$ cat src/rtl/alu_pkg.sv
// Shared types for the sequential ALU: opcode and FSM state encodings,
// the flag bundle, and small helpers for overflow and carry ownership.
package alu_pkg;

  typedef enum logic [3:0] {
    OP_ADD = 4'b0000,
    OP_SUB = 4'b0001,
    OP_AND = 4'b0010,
    OP_OR  = 4'b0011,
    OP_XOR = 4'b0100,
    OP_NOT = 4'b0101,
    OP_SHL = 4'b0110,
    OP_SHR = 4'b0111,
    OP_SAR = 4'b1000,
    OP_ADC = 4'b1001,
    OP_SBB = 4'b1010,
    OP_MUL = 4'b1011
  } op_e;

  typedef enum logic {
    ST_IDLE     = 1'b0,
    ST_MUL_BUSY = 1'b1
  } state_e;

  typedef struct packed {
    logic carry;
    logic zero;
    logic overflow;
    logic negative;
  } flags_t;

  // Signed overflow of a + b: operands agree in sign, result does not.
  function automatic logic add_ovf(input logic a_msb, input logic b_msb, input logic y_msb);
    return (a_msb == b_msb) && (y_msb != a_msb);
  endfunction

  // Signed overflow of a - b: operands differ in sign, result differs from a.
  function automatic logic sub_ovf(input logic a_msb, input logic b_msb, input logic y_msb);
    return (a_msb != b_msb) && (y_msb != a_msb);
  endfunction

  // Only arithmetic and shift results feed the internal carry used by ADC/SBB.
  function automatic logic writes_carry(input op_e op);
    case (op)
      OP_ADD, OP_SUB, OP_ADC, OP_SBB, OP_SHL, OP_SHR, OP_SAR: return 1'b1;
      default:                                                 return 1'b0;
    endcase
  endfunction

endpackage

$ cat src/rtl/alu_shift_add_mul.sv
// Unsigned shift-add multiplier. A start pulse loads the operands; exactly
// WIDTH iterations later done pulses for one cycle with the 2*WIDTH product.
module alu_shift_add_mul #(
  parameter int WIDTH = 8
) (
  input  logic             clk,
  input  logic             rst,
  input  logic             start,
  input  logic [WIDTH-1:0] a,
  input  logic [WIDTH-1:0] b,
  output logic             done,
  output logic [WIDTH-1:0] lo,
  output logic [WIDTH-1:0] hi
);

  localparam int CW = $clog2(WIDTH + 1);

  // Upper half accumulates partial sums, lower half holds the remaining
  // multiplier bits; each step shifts the whole register right by one.
  logic [2*WIDTH-1:0] prod_q;
  logic [WIDTH-1:0]   mcand_q;
  logic [CW-1:0]      cnt_q;
  logic               busy_q;
  logic               done_q;
  logic [WIDTH:0]     partial;

  // Add the multiplicand into the upper half when the current multiplier bit is set.
  always_comb begin
    partial = {1'b0, prod_q[2*WIDTH-1:WIDTH]} + {1'b0, (prod_q[0] ? mcand_q : '0)};
  end

  // Iteration register: load on start, one shift-add step per cycle while busy.
  always_ff @(posedge clk) begin
    // NOTE: state registers use non-blocking assignments so every flop samples
    // pre-edge values; blocking here would chain updates within one edge.
    if (rst) begin
      prod_q  <= '0;
      mcand_q <= '0;
      cnt_q   <= '0;
      busy_q  <= 1'b0;
      done_q  <= 1'b0;
    end else begin
      done_q <= 1'b0;
      if (start) begin
        prod_q  <= {{WIDTH{1'b0}}, b};
        mcand_q <= a;
        cnt_q   <= CW'(WIDTH);
        busy_q  <= 1'b1;
      end else if (busy_q) begin
        prod_q <= {partial, prod_q[WIDTH-1:1]};
        cnt_q  <= cnt_q - CW'(1);
        if (cnt_q == CW'(1)) begin
          busy_q <= 1'b0;
          done_q <= 1'b1;
        end
      end
    end
  end

  assign done = done_q;
  assign lo   = prod_q[WIDTH-1:0];
  assign hi   = prod_q[2*WIDTH-1:WIDTH];

endmodule

$ cat src/rtl/alu_nbit_seq.sv
// Sequential N-bit ALU with valid/ready handshakes on both sides. Single-cycle
// ops register their result on the accept edge; MUL runs on the shift-add
// sub-module and returns WIDTH+1 cycles after accept. The output register
// holds its result until the consumer takes it.
module alu_nbit_seq
  import alu_pkg::*;
#(
  parameter int WIDTH = 8
) (
  input  logic             clk,
  input  logic             rst,
  input  logic             in_valid,
  output logic             in_ready,
  input  logic [WIDTH-1:0] a,
  input  logic [WIDTH-1:0] b,
  input  logic [3:0]       op,
  output logic             out_valid,
  input  logic             out_ready,
  output logic [WIDTH-1:0] y,
  output logic [WIDTH-1:0] y_hi,
  output logic             carry,
  output logic             zero,
  output logic             overflow,
  output logic             negative
);

  localparam int               MSB       = WIDTH - 1;
  localparam logic [WIDTH-1:0] WIDTH_VAL = WIDTH'(WIDTH);

  state_e state_q, state_d;
  op_e    op_dec;
  logic   accept;
  logic   load_alu;
  logic   load_mul;
  logic   mul_start;
  logic   mul_done;
  logic [WIDTH-1:0] mul_lo, mul_hi;

  logic   c_q;
  flags_t flags_q;

  logic [WIDTH-1:0] alu_y;
  flags_t           alu_flags;
  logic             alu_c_wr;
  logic             c_in;
  logic             shamt_over;
  logic [WIDTH:0]   add_ext, sub_ext, shl_ext, shr_ext, sar_ext;

  assign op_dec = op_e'(op);

  // Control: handshake, FSM next state and load strobes.
  always_comb begin
    // NOTE: every signal gets a default before the case so no path leaves it
    // unassigned, which would otherwise infer a latch.
    state_d   = state_q;
    in_ready  = 1'b0;
    accept    = 1'b0;
    load_alu  = 1'b0;
    load_mul  = 1'b0;
    mul_start = 1'b0;
    unique case (state_q)
      ST_IDLE: begin
        in_ready = !rst && (!out_valid || out_ready);
        accept   = in_valid && in_ready;
        if (accept) begin
          if (op_dec == OP_MUL) begin
            mul_start = 1'b1;
            state_d   = ST_MUL_BUSY;
          end else begin
            load_alu = 1'b1;
          end
        end
      end
      ST_MUL_BUSY: begin
        if (mul_done) begin
          load_mul = 1'b1;
          state_d  = ST_IDLE;
        end
      end
      default: state_d = ST_IDLE;
    endcase
  end

  // Single-cycle datapath for everything except MUL.
  always_comb begin
    alu_y      = '0;
    alu_flags  = '0;
    alu_c_wr   = writes_carry(op_dec);
    c_in       = (op_dec == OP_ADC || op_dec == OP_SBB) ? c_q : 1'b0;
    add_ext    = {1'b0, a} + {1'b0, b} + {{WIDTH{1'b0}}, c_in};
    sub_ext    = {1'b0, a} - {1'b0, b} - {{WIDTH{1'b0}}, c_in};
    // Extended shifts keep the last bit shifted out in the extra position.
    shl_ext    = {1'b0, a} << b;
    shr_ext    = {a, 1'b0} >> b;
    sar_ext    = $signed({a, 1'b0}) >>> b;
    shamt_over = (b > WIDTH_VAL);
    unique case (op_dec)
      OP_ADD, OP_ADC: begin
        alu_y              = add_ext[WIDTH-1:0];
        alu_flags.carry    = add_ext[WIDTH];
        alu_flags.overflow = add_ovf(a[MSB], b[MSB], add_ext[MSB]);
      end
      OP_SUB, OP_SBB: begin
        // The sign bit of the extended difference is the borrow.
        alu_y              = sub_ext[WIDTH-1:0];
        alu_flags.carry    = sub_ext[WIDTH];
        alu_flags.overflow = sub_ovf(a[MSB], b[MSB], sub_ext[MSB]);
      end
      OP_AND: alu_y = a & b;
      OP_OR:  alu_y = a | b;
      OP_XOR: alu_y = a ^ b;
      OP_NOT: alu_y = ~a;
      OP_SHL: begin
        alu_y           = shl_ext[WIDTH-1:0];
        alu_flags.carry = shamt_over ? 1'b0 : shl_ext[WIDTH];
      end
      OP_SHR: begin
        alu_y           = shr_ext[WIDTH:1];
        alu_flags.carry = shamt_over ? 1'b0 : shr_ext[0];
      end
      OP_SAR: begin
        // Beyond WIDTH the result is all sign bits but no real bit left last.
        alu_y           = sar_ext[WIDTH:1];
        alu_flags.carry = shamt_over ? 1'b0 : sar_ext[0];
      end
      default: alu_y = '0;
    endcase
    alu_flags.zero     = (alu_y == '0);
    alu_flags.negative = alu_y[MSB];
  end

  alu_shift_add_mul #(
    .WIDTH(WIDTH)
  ) u_mul (
    .clk  (clk),
    .rst  (rst),
    .start(mul_start),
    .a    (a),
    .b    (b),
    .done (mul_done),
    .lo   (mul_lo),
    .hi   (mul_hi)
  );

  // FSM state register.
  always_ff @(posedge clk) begin
    if (rst) state_q <= ST_IDLE;
    else     state_q <= state_d;
  end

  // Output register and internal carry: load a new result, else release on handshake.
  always_ff @(posedge clk) begin
    if (rst) begin
      out_valid <= 1'b0;
      y         <= '0;
      y_hi      <= '0;
      flags_q   <= '0;
      c_q       <= 1'b0;
    end else if (load_alu) begin
      out_valid <= 1'b1;
      y         <= alu_y;
      y_hi      <= '0;
      flags_q   <= alu_flags;
      if (alu_c_wr) c_q <= alu_flags.carry;
    end else if (load_mul) begin
      out_valid        <= 1'b1;
      y                <= mul_lo;
      y_hi             <= mul_hi;
      flags_q.carry    <= 1'b0;
      flags_q.zero     <= (mul_lo == '0);
      flags_q.overflow <= (mul_hi != '0);
      flags_q.negative <= mul_lo[MSB];
    end else if (out_valid && out_ready) begin
      out_valid <= 1'b0;
    end
  end

  assign carry    = flags_q.carry;
  assign zero     = flags_q.zero;
  assign overflow = flags_q.overflow;
  assign negative = flags_q.negative;

endmodule
$ cat config.mk
export PLATFORM = sky130hd
export DESIGN_NAME = alu_nbit_seq
export DESIGN_NICKNAME = d
export VERILOG_FILES = /design/src/rtl/alu_pkg.sv /design/src/rtl/alu_shift_add_mul.sv /design/src/rtl/alu_nbit_seq.sv
export SDC_FILE = /design/constraint.sdc
export NUM_CORES = 1
export LEC_CHECK = 0
export BUFFER_PORTS_ARGS = -buffer_cell sky130_fd_sc_hd__buf_2
export CAP_MARGIN = 20
export CORE_MARGIN = 1.5
export CORE_UTILIZATION = 50
export DETAILED_ROUTE_END_ITERATION = 12
export PLACE_DENSITY_LB_ADDON = 0.08
export SLEW_MARGIN = 15
export SYNTH_ARGS = -nofsm -noshare
export SYNTH_HDL_FRONTEND = slang
export SYNTH_SLANG_ARGS = --single-unit
$ cat constraint.sdc
create_clock -name clk -period 7.4 [get_ports clk]
set_input_delay 1.11 -clock clk [delete_from_list [all_inputs] [get_ports clk]]
set_output_delay 1.11 -clock clk [all_outputs]
set_load 0.01 [all_outputs]
# [Word-level counts from Yosys, hierarchy flattened]
# Cells that the tools add are included.
[totals] register_bits=53 output_inout_bits=22
[classes] order_cmp=1 eq_ne=16 addsub=6 muxes=35 bitwise=6 reduce_logical=23 shift=3
[op_table] cell="8-bit case mux with 9 select lines" n=1
[op_table] cell="8-bit two-way mux" n=5
[op_table] cell="1-bit two-way mux" n=22
[op_table] cell="8-bit by 8-bit adder with 9-bit output" n=2
[op_table] cell="4-bit by 3-bit == test with 1-bit output, second input constant" n=4
[op_table] cell="4-bit == test, second input constant" n=4
[op_table] cell="8-bit zero test" n=2
[op_table] cell="4-bit two-way mux" n=4
[op_table] cell="9-bit by 1-bit adder with 9-bit output" n=1
[op_table] cell="8-bit by 8-bit left shift with 9-bit output" n=1
[op_table] cell="9-bit by 8-bit right shift with 9-bit output" n=1
[op_table] cell="9-bit by 8-bit >>> shifter with 9-bit output" n=1
[op_table] cell="8-bit by 8-bit subtractor with 9-bit output" n=1
[op_table] cell="9-bit by 1-bit subtractor with 9-bit output" n=1
[op_table] cell="8-bit AND" n=1
[op_table] cell="4-bit by 1-bit == test with 1-bit output, second input constant" n=2
[op_table] cell="4-bit by 2-bit == test with 1-bit output, second input constant" n=2
[op_table] cell="8-bit by 4-bit greater-than comparator with 1-bit output, second input constant" n=1
[op_table] cell="8-bit inverter" n=1
[op_table] cell="8-bit OR" n=1
[op_table] cell="8-bit nonzero test" n=1
[op_table] cell="2-bit OR reduction" n=4
[op_table] cell="8-bit XOR" n=1
[op_table] cell="7-bit OR reduction" n=1
[op_table] cell="14 further kinds" n=25

# [Longest topological paths before layout]
[depth] depth_word=8 depth_mapped=15 ltp_nobuf=13

# [Cells and area by module]
# A second synthesis with hierarchy kept.
[hier_totals] cells_unflattened=639 hier_area_um2=5029.8
[by_module_without_submodules] module="alu_nbit_seq" area_each_um2=3479.6 instances=1 cells_each=463 seq_area_each_um2=440.4
[by_module_without_submodules] module="alu_shift_add_mul" area_each_um2=1550.2 instances=1 cells_each=176 seq_area_each_um2=600.6

# [Least setup slack after synthesis]
# Ideal clock, no wire load.
[synth_path] path_type="input to register" start="in op[1]" end="reg overflow (netlist name)" setup_ps=132 required_ps=7268 slack_ps=3383 arrival_time_ps=3885 stages=15 path_cell_list="clkbuf_1 -> clkbuf_1 -> xor2_1 -> nand3_1 -> inv_1 -> fa_1 -> inv_1 -> ha_1 -> o21ai_1 -> a311oi_1 -> a31oi_1 -> xnor2_1 -> a311o_1 -> a31oi_1 -> nor3_1"
[synth_between] elab_chain_len=8
[synth_lines] item="start, declared" line_no="alu_nbit_seq.sv:16" source="input logic [3:0] op,"
[synth_lines] item="4-bit == test" line_no="alu_nbit_seq.sv:89, alu_nbit_seq.sv:97"
[synth_lines] item="1-bit logical OR" line_no="alu_nbit_seq.sv:89" source="c_in = (op_dec == OP_ADC || op_dec == OP_SBB) ? c_q : 1'b0;"
[synth_lines] item="1-bit two-way mux" line_no="alu_nbit_seq.sv:89"
[synth_lines] item="9-bit by 1-bit subtractor with 9-bit output / 9-bit by 1-bit adder with 9-bit output (equally long branches)" line_no="alu_nbit_seq.sv:91, alu_nbit_seq.sv:90"
[synth_lines] item="1-bit inequality test, on equally long branches" line_no="alu_pkg.sv:39, alu_pkg.sv:34"
[synth_lines] item="1-bit logical AND, on equally long branches" line_no="alu_pkg.sv:39, alu_pkg.sv:34"
[synth_lines] item="1-bit case mux with 2 select lines" line_no="alu_nbit_seq.sv:97" source="unique case (op_dec)"
[synth_lines] item="4-bit two-way mux" line_no="alu_nbit_seq.sv:159" source="end else if (load_alu) begin"
# Several ways; a longest one is shown, not always the timed one.
# A chain may end at the register's enable or synchronous reset.

# [Worst setup path in the final report]
[layout_path] start="in b[0]" end="reg zero (netlist name)"
[layout_between] elab_chain_len=5
[layout_lines] item="start, declared" line_no="alu_nbit_seq.sv:15" source="input logic [WIDTH-1:0] b,"
[layout_lines] item="8-bit by 8-bit subtractor with 9-bit output / 8-bit by 8-bit adder with 9-bit output (equally long branches)" line_no="alu_nbit_seq.sv:91, alu_nbit_seq.sv:90"
[layout_lines] item="9-bit by 1-bit subtractor with 9-bit output / 9-bit by 1-bit adder with 9-bit output (equally long branches)" line_no="alu_nbit_seq.sv:91, alu_nbit_seq.sv:90"
[layout_lines] item="8-bit case mux with 9 select lines (*)" line_no="alu_nbit_seq.sv:97"
[layout_lines] item="8-bit zero test (*)" line_no="alu_nbit_seq.sv:128" source="alu_flags.zero = (alu_y == '0);"
[layout_lines] item="4-bit two-way mux (*)" line_no="alu_nbit_seq.sv:159"
# Mark *: on every way between the ends. The rest lies on a longest branch, timed or not.

==> out/metrics.json <==
{
  "design_power_total_mw": 0.674,
  "route.antenna.remaining_nets": 0,
  "finalWirelength_um": 14900,
  "postSynth.topFlopCell": "sky130_fd_sc_hd__dfxtp_1",
  "hold_viol_final": 0,
  "worstPathCellList": "buf_2, inv_1, fa_1, ha_1, o21ai_1, a311oi_1, a31oi_1, xnor2_1, a221oi_1, nand4_1, o22ai_1",
  "r2r_setup_slack_ns": 4.57,
  "drt_first_pass_iters": 7,
  "detailedPlace.worstSlack_ns": 3.11,
  "wl_met3_um": 1140,
  "wire_per_inst_um": 19.3,
  "finalClockSkew_ns": 0.00819,
  "initialDrtViolationCount": 348,
  "detail_route.wirelength.met1_um": 6440,
  "layout-drive-gt1-share_pct": 12.2,
  "area_occupied_by_multi_input_gates_um2": 3570,
  "place.gp.congestion": 1.03,
  "ctsHtreeMaxLevel": 2,
  "globalRouteOverflowTotal": 0,
  "worst_slew_pin_slew_ns": 0.837,
  "power.static_leakage_nw": 2.05,
  "cts_post_setup_buffers_inserted": 0,
  "first_pass_grt_wire_length_um": 23800,
  "cp_num_cells": 11,
  "synth_enable_flop_cells": 0,
  "pin_count": 46,
  "ys_top_cells_by_area": "sky130_fd_sc_hd__dfxtp_1 21%, sky130_fd_sc_hd__ha_1 10%, sky130_fd_sc_hd__mux2i_1 5.0%, sky130_fd_sc_hd__a21oi_1 4.6%, sky130_fd_sc_hd__a211oi_1 4.5%",
  "maxCapViolCount": 0,
  "cts-root-buf": "sky130_fd_sc_hd__clkbuf_8",
  "die_height_um": 103,
  "cts.hold.buffers_added": 0,
  "worst_path_setup_slack_after_routing_ns": 3.42,
  "layout.nets": 705,
  "final_design_area_no_fill_um2": 5270,
  "place_hpwl_um": 11200,
  "synth_top_cell_by_area": "sky130_fd_sc_hd__dfxtp_1",
  "worst-path-max-fanout": 31,
  "critPathCaptureType": "flip-flop",
  "crit_type": "in2reg",
  "post_drt_via_cell_ratio": 6.24,
  "outcome": "finished clean",
  "met2RoutedLength_um": 6850,
  "synthesis.area_um2": 5000,
  "hp-start": "y_hi[6]",
  "highest-signal-layer": "met4",
  "grt_antenna_before_repair": 0,
  "register_area_um2": 1040,
  "family_with_the_most_delay_on_the_worst_path": "compound AO/OA/AOI/OAI gates",
  "setup_viol_count_final": 0,
  "synthesized_instance_count": 633,
  "fill_cells": 985,
  "critical_path_required_ns": 7.63,
  "area_growth_pct": 5.28,
  "worst_ir_drop_vdd_mv": 0.0918,
  "clock.fmax_mhz": 251,
  "rsz_0062_raised_after_global_routing": "false",
  "initial_utilization_pct": 51.4,
  "fin_tns_setup_ns": 0,
  "synth-async-reset-ratio_pct": 0,
  "placed_cell_area_um2": 5170,
  "synth_area_per_cell_um2": 7.90,
  "number_of_register_bits_inferred_by_synthesis": 52,
  "worst_r2r_startpoint": "c_q",
  "first_global_vias": 4528,
  "worstHoldEndpoint": "y_hi[6]",
  "clock_pin_slew_of_the_registers_on_the_worst_case_setup_and_hold_paths_ns": 0.09,
  "cts.path.max_buffers": 2,
  "crit-reg2reg-capture": "zero",
  "dr_total_vias": 4807,
  "synth.top_cell.area_share_pct": 20.8,
  "synthDistinctLibCells": 80,
  "placement.io_buffers": 45,
  "n_antenna_cell": 0,
  "synth_seq_area_share_pct": 20.8,
  "total_cts_buffers": 5,
  "arrival_ns": 4.21,
  "synth-warning-count": 0,
  "cts_tree": "done",
  "core_region_area_um2": 9730,
  "crit_path_start_kind": "input pin",
  "max_slew_margin_vs_limit_pct": 43.9,
  "net_count_after_synthesis": 702,
  "drt_drc": 0,
  "pwr_density_cell_nw_per_um2": 128,
  "reg2reg_depth": 12,
  "clk-insertion-delay-late_ns": 0.31,
  "buffers_plus_inverters_on_the_worst_setup_path": 2,
  "post-route-min-period_ns": 3.98,
  "maximum_number_of_pins_on_one_net_before_global_route_repair": 35,
  "post_cts_resize_count": 0,
  "slew_violations": 0,
  "grt.total_usage_pct": 28.9,
  "cp_slowest_cell": "sky130_fd_sc_hd__buf_2",
  "die_area_um2": 10600,
  "cpPeakStageDelay_ns": 0.57,
  "die_outline_width_um": 103,
  "timing.final.crit_share_pct": 53.8,
  "min_path_cells": 2,
  "std_cell_rows": 36,
  "tritoncts_num_sinks": 52,
  "hold_class": "reg2reg"
}
[synthesized netlist by cell type, drive strengths merged, types with 3 or more instances]
master	instances
o21ai	20
and3	4
nand2	54
o21bai	3
a311oi	3
nor3	15
nor2	54
o21a	4
mux4	7
nor4	9
xnor2	11
o221ai	3
nand4	5
nand3b	8
a32oi	5
fa	5
a221oi	6
a21o	6
a2111oi	4
buf	22
nor2b	10
o22ai	5
a21oi	47
mux2	4
o31ai	4
ha	40
o211ai	4
a211oi	32
dfxtp	52
nand4b	3
inv	41
or2	5
mux2i	25
a31oi	7
xor2	5
and2	16
nand2b	11
clkbuf	29
nand3	11
[worst max-delay path by stage]
stage | start | to | slack (ns)
floorplan | op[1] | overflow | 3.38
global placement | b[0] | overflow | 3.19
detailed placement | b[0] | zero | 3.11
CTS | b[0] | zero | 3.43
global route | b[0] | zero | 3.16
finish | b[0] | zero | 3.42
[stage by stage]
| stage | utilization, % | instances | hold WS (ns) |
|---|---|---|---|
| 4_1_cts | 54.1 | 770 | 0.458 |
| 5_1_grt | 54.1 | 770 | 0.483 |
| 3_5_place_dp | 53.1 | 762 | 0.445 |
| 3_3_place_gp | 53.1 | 762 | 0.440 |
| 6_report | 54.1 | 770 | 0.454 |
| 2_1_floorplan | - | 633 | 0.432 |
[registers in the layout (all words and copies together), names as in the netlist, 4 cells and up]
name,flops
y_hi,8
u_mul.cnt_q,4
u_mul.mcand_q,8
y,8
u_mul.prod_q,16
[tightest hold or removal path, delay by kind of cell, from the launching register on]
kind            cells  cell delay, ns
compound gates      1            0.05
simple gates        1            0.05
flops               1            0.32
[metal layers]
metal	vias to the layer above	GRT usage [%]
met4	0	9.88
met2	219	48.2
li1	2302	-
met3	40	3.25
met1	2246	38.8
met5	-	0
[cells in the final DEF (no fill, tap or decap), types with 5 or more instances in the layout]
cell,instances
sky130_fd_sc_hd__a221oi_1,5
sky130_fd_sc_hd__nand2b_1,11
sky130_fd_sc_hd__nor4_1,9
sky130_fd_sc_hd__mux4_2,7
sky130_fd_sc_hd__a211oi_1,30
sky130_fd_sc_hd__nand3_1,11
sky130_fd_sc_hd__xnor2_1,11
sky130_fd_sc_hd__buf_2,45
sky130_fd_sc_hd__inv_1,40
sky130_fd_sc_hd__dfxtp_1,51
sky130_fd_sc_hd__mux2i_1,25
sky130_fd_sc_hd__a32oi_1,5
sky130_fd_sc_hd__a21o_1,6
sky130_fd_sc_hd__nand3b_1,8
sky130_fd_sc_hd__o21ai_0,16
sky130_fd_sc_hd__ha_1,40
sky130_fd_sc_hd__clkbuf_8,6
sky130_fd_sc_hd__nand4_1,5
sky130_fd_sc_hd__nor2b_1,10
sky130_fd_sc_hd__nor3_1,14
sky130_fd_sc_hd__fa_1,5
sky130_fd_sc_hd__a31oi_1,7
sky130_fd_sc_hd__xor2_1,5
sky130_fd_sc_hd__nor2_1,54
sky130_fd_sc_hd__a21oi_1,46
sky130_fd_sc_hd__and2_1,16
sky130_fd_sc_hd__nand2_1,54
sky130_fd_sc_hd__o22ai_1,5
[power breakdown]
group          leakage (nW)  switching [mW]  internal (mW)
Sequential            0.421         0.00428          0.286
Combinational          1.58           0.134         0.0812
Clock                0.0445          0.0922         0.0762
[cells by family after synthesis]
kind of cell               Yosys count  synth area share, %
AOI/OAI and AO/OA                  177                 25.5
xor gates and xnor gates            16                 2.80
and+or+nand+nor                    215                 22.0
muxes                               36                 9.06
DFF                                 52                 20.8
buffers and inverters               92                 7.83
adders and majority gates           45                 12.0
[area by class of cell]
cell class	instances	area share, %
Multi-Input combinational cell	489	67.8
Sequential cell	52	19.8
Timing Repair Buffer	47	4.56
Tap cell	133	3.16
Inverter	41	2.92
Clock buffer	7	1.64
Clock inverter	1	0.143
Note: power is estimated with default switching activity, not from simulation.
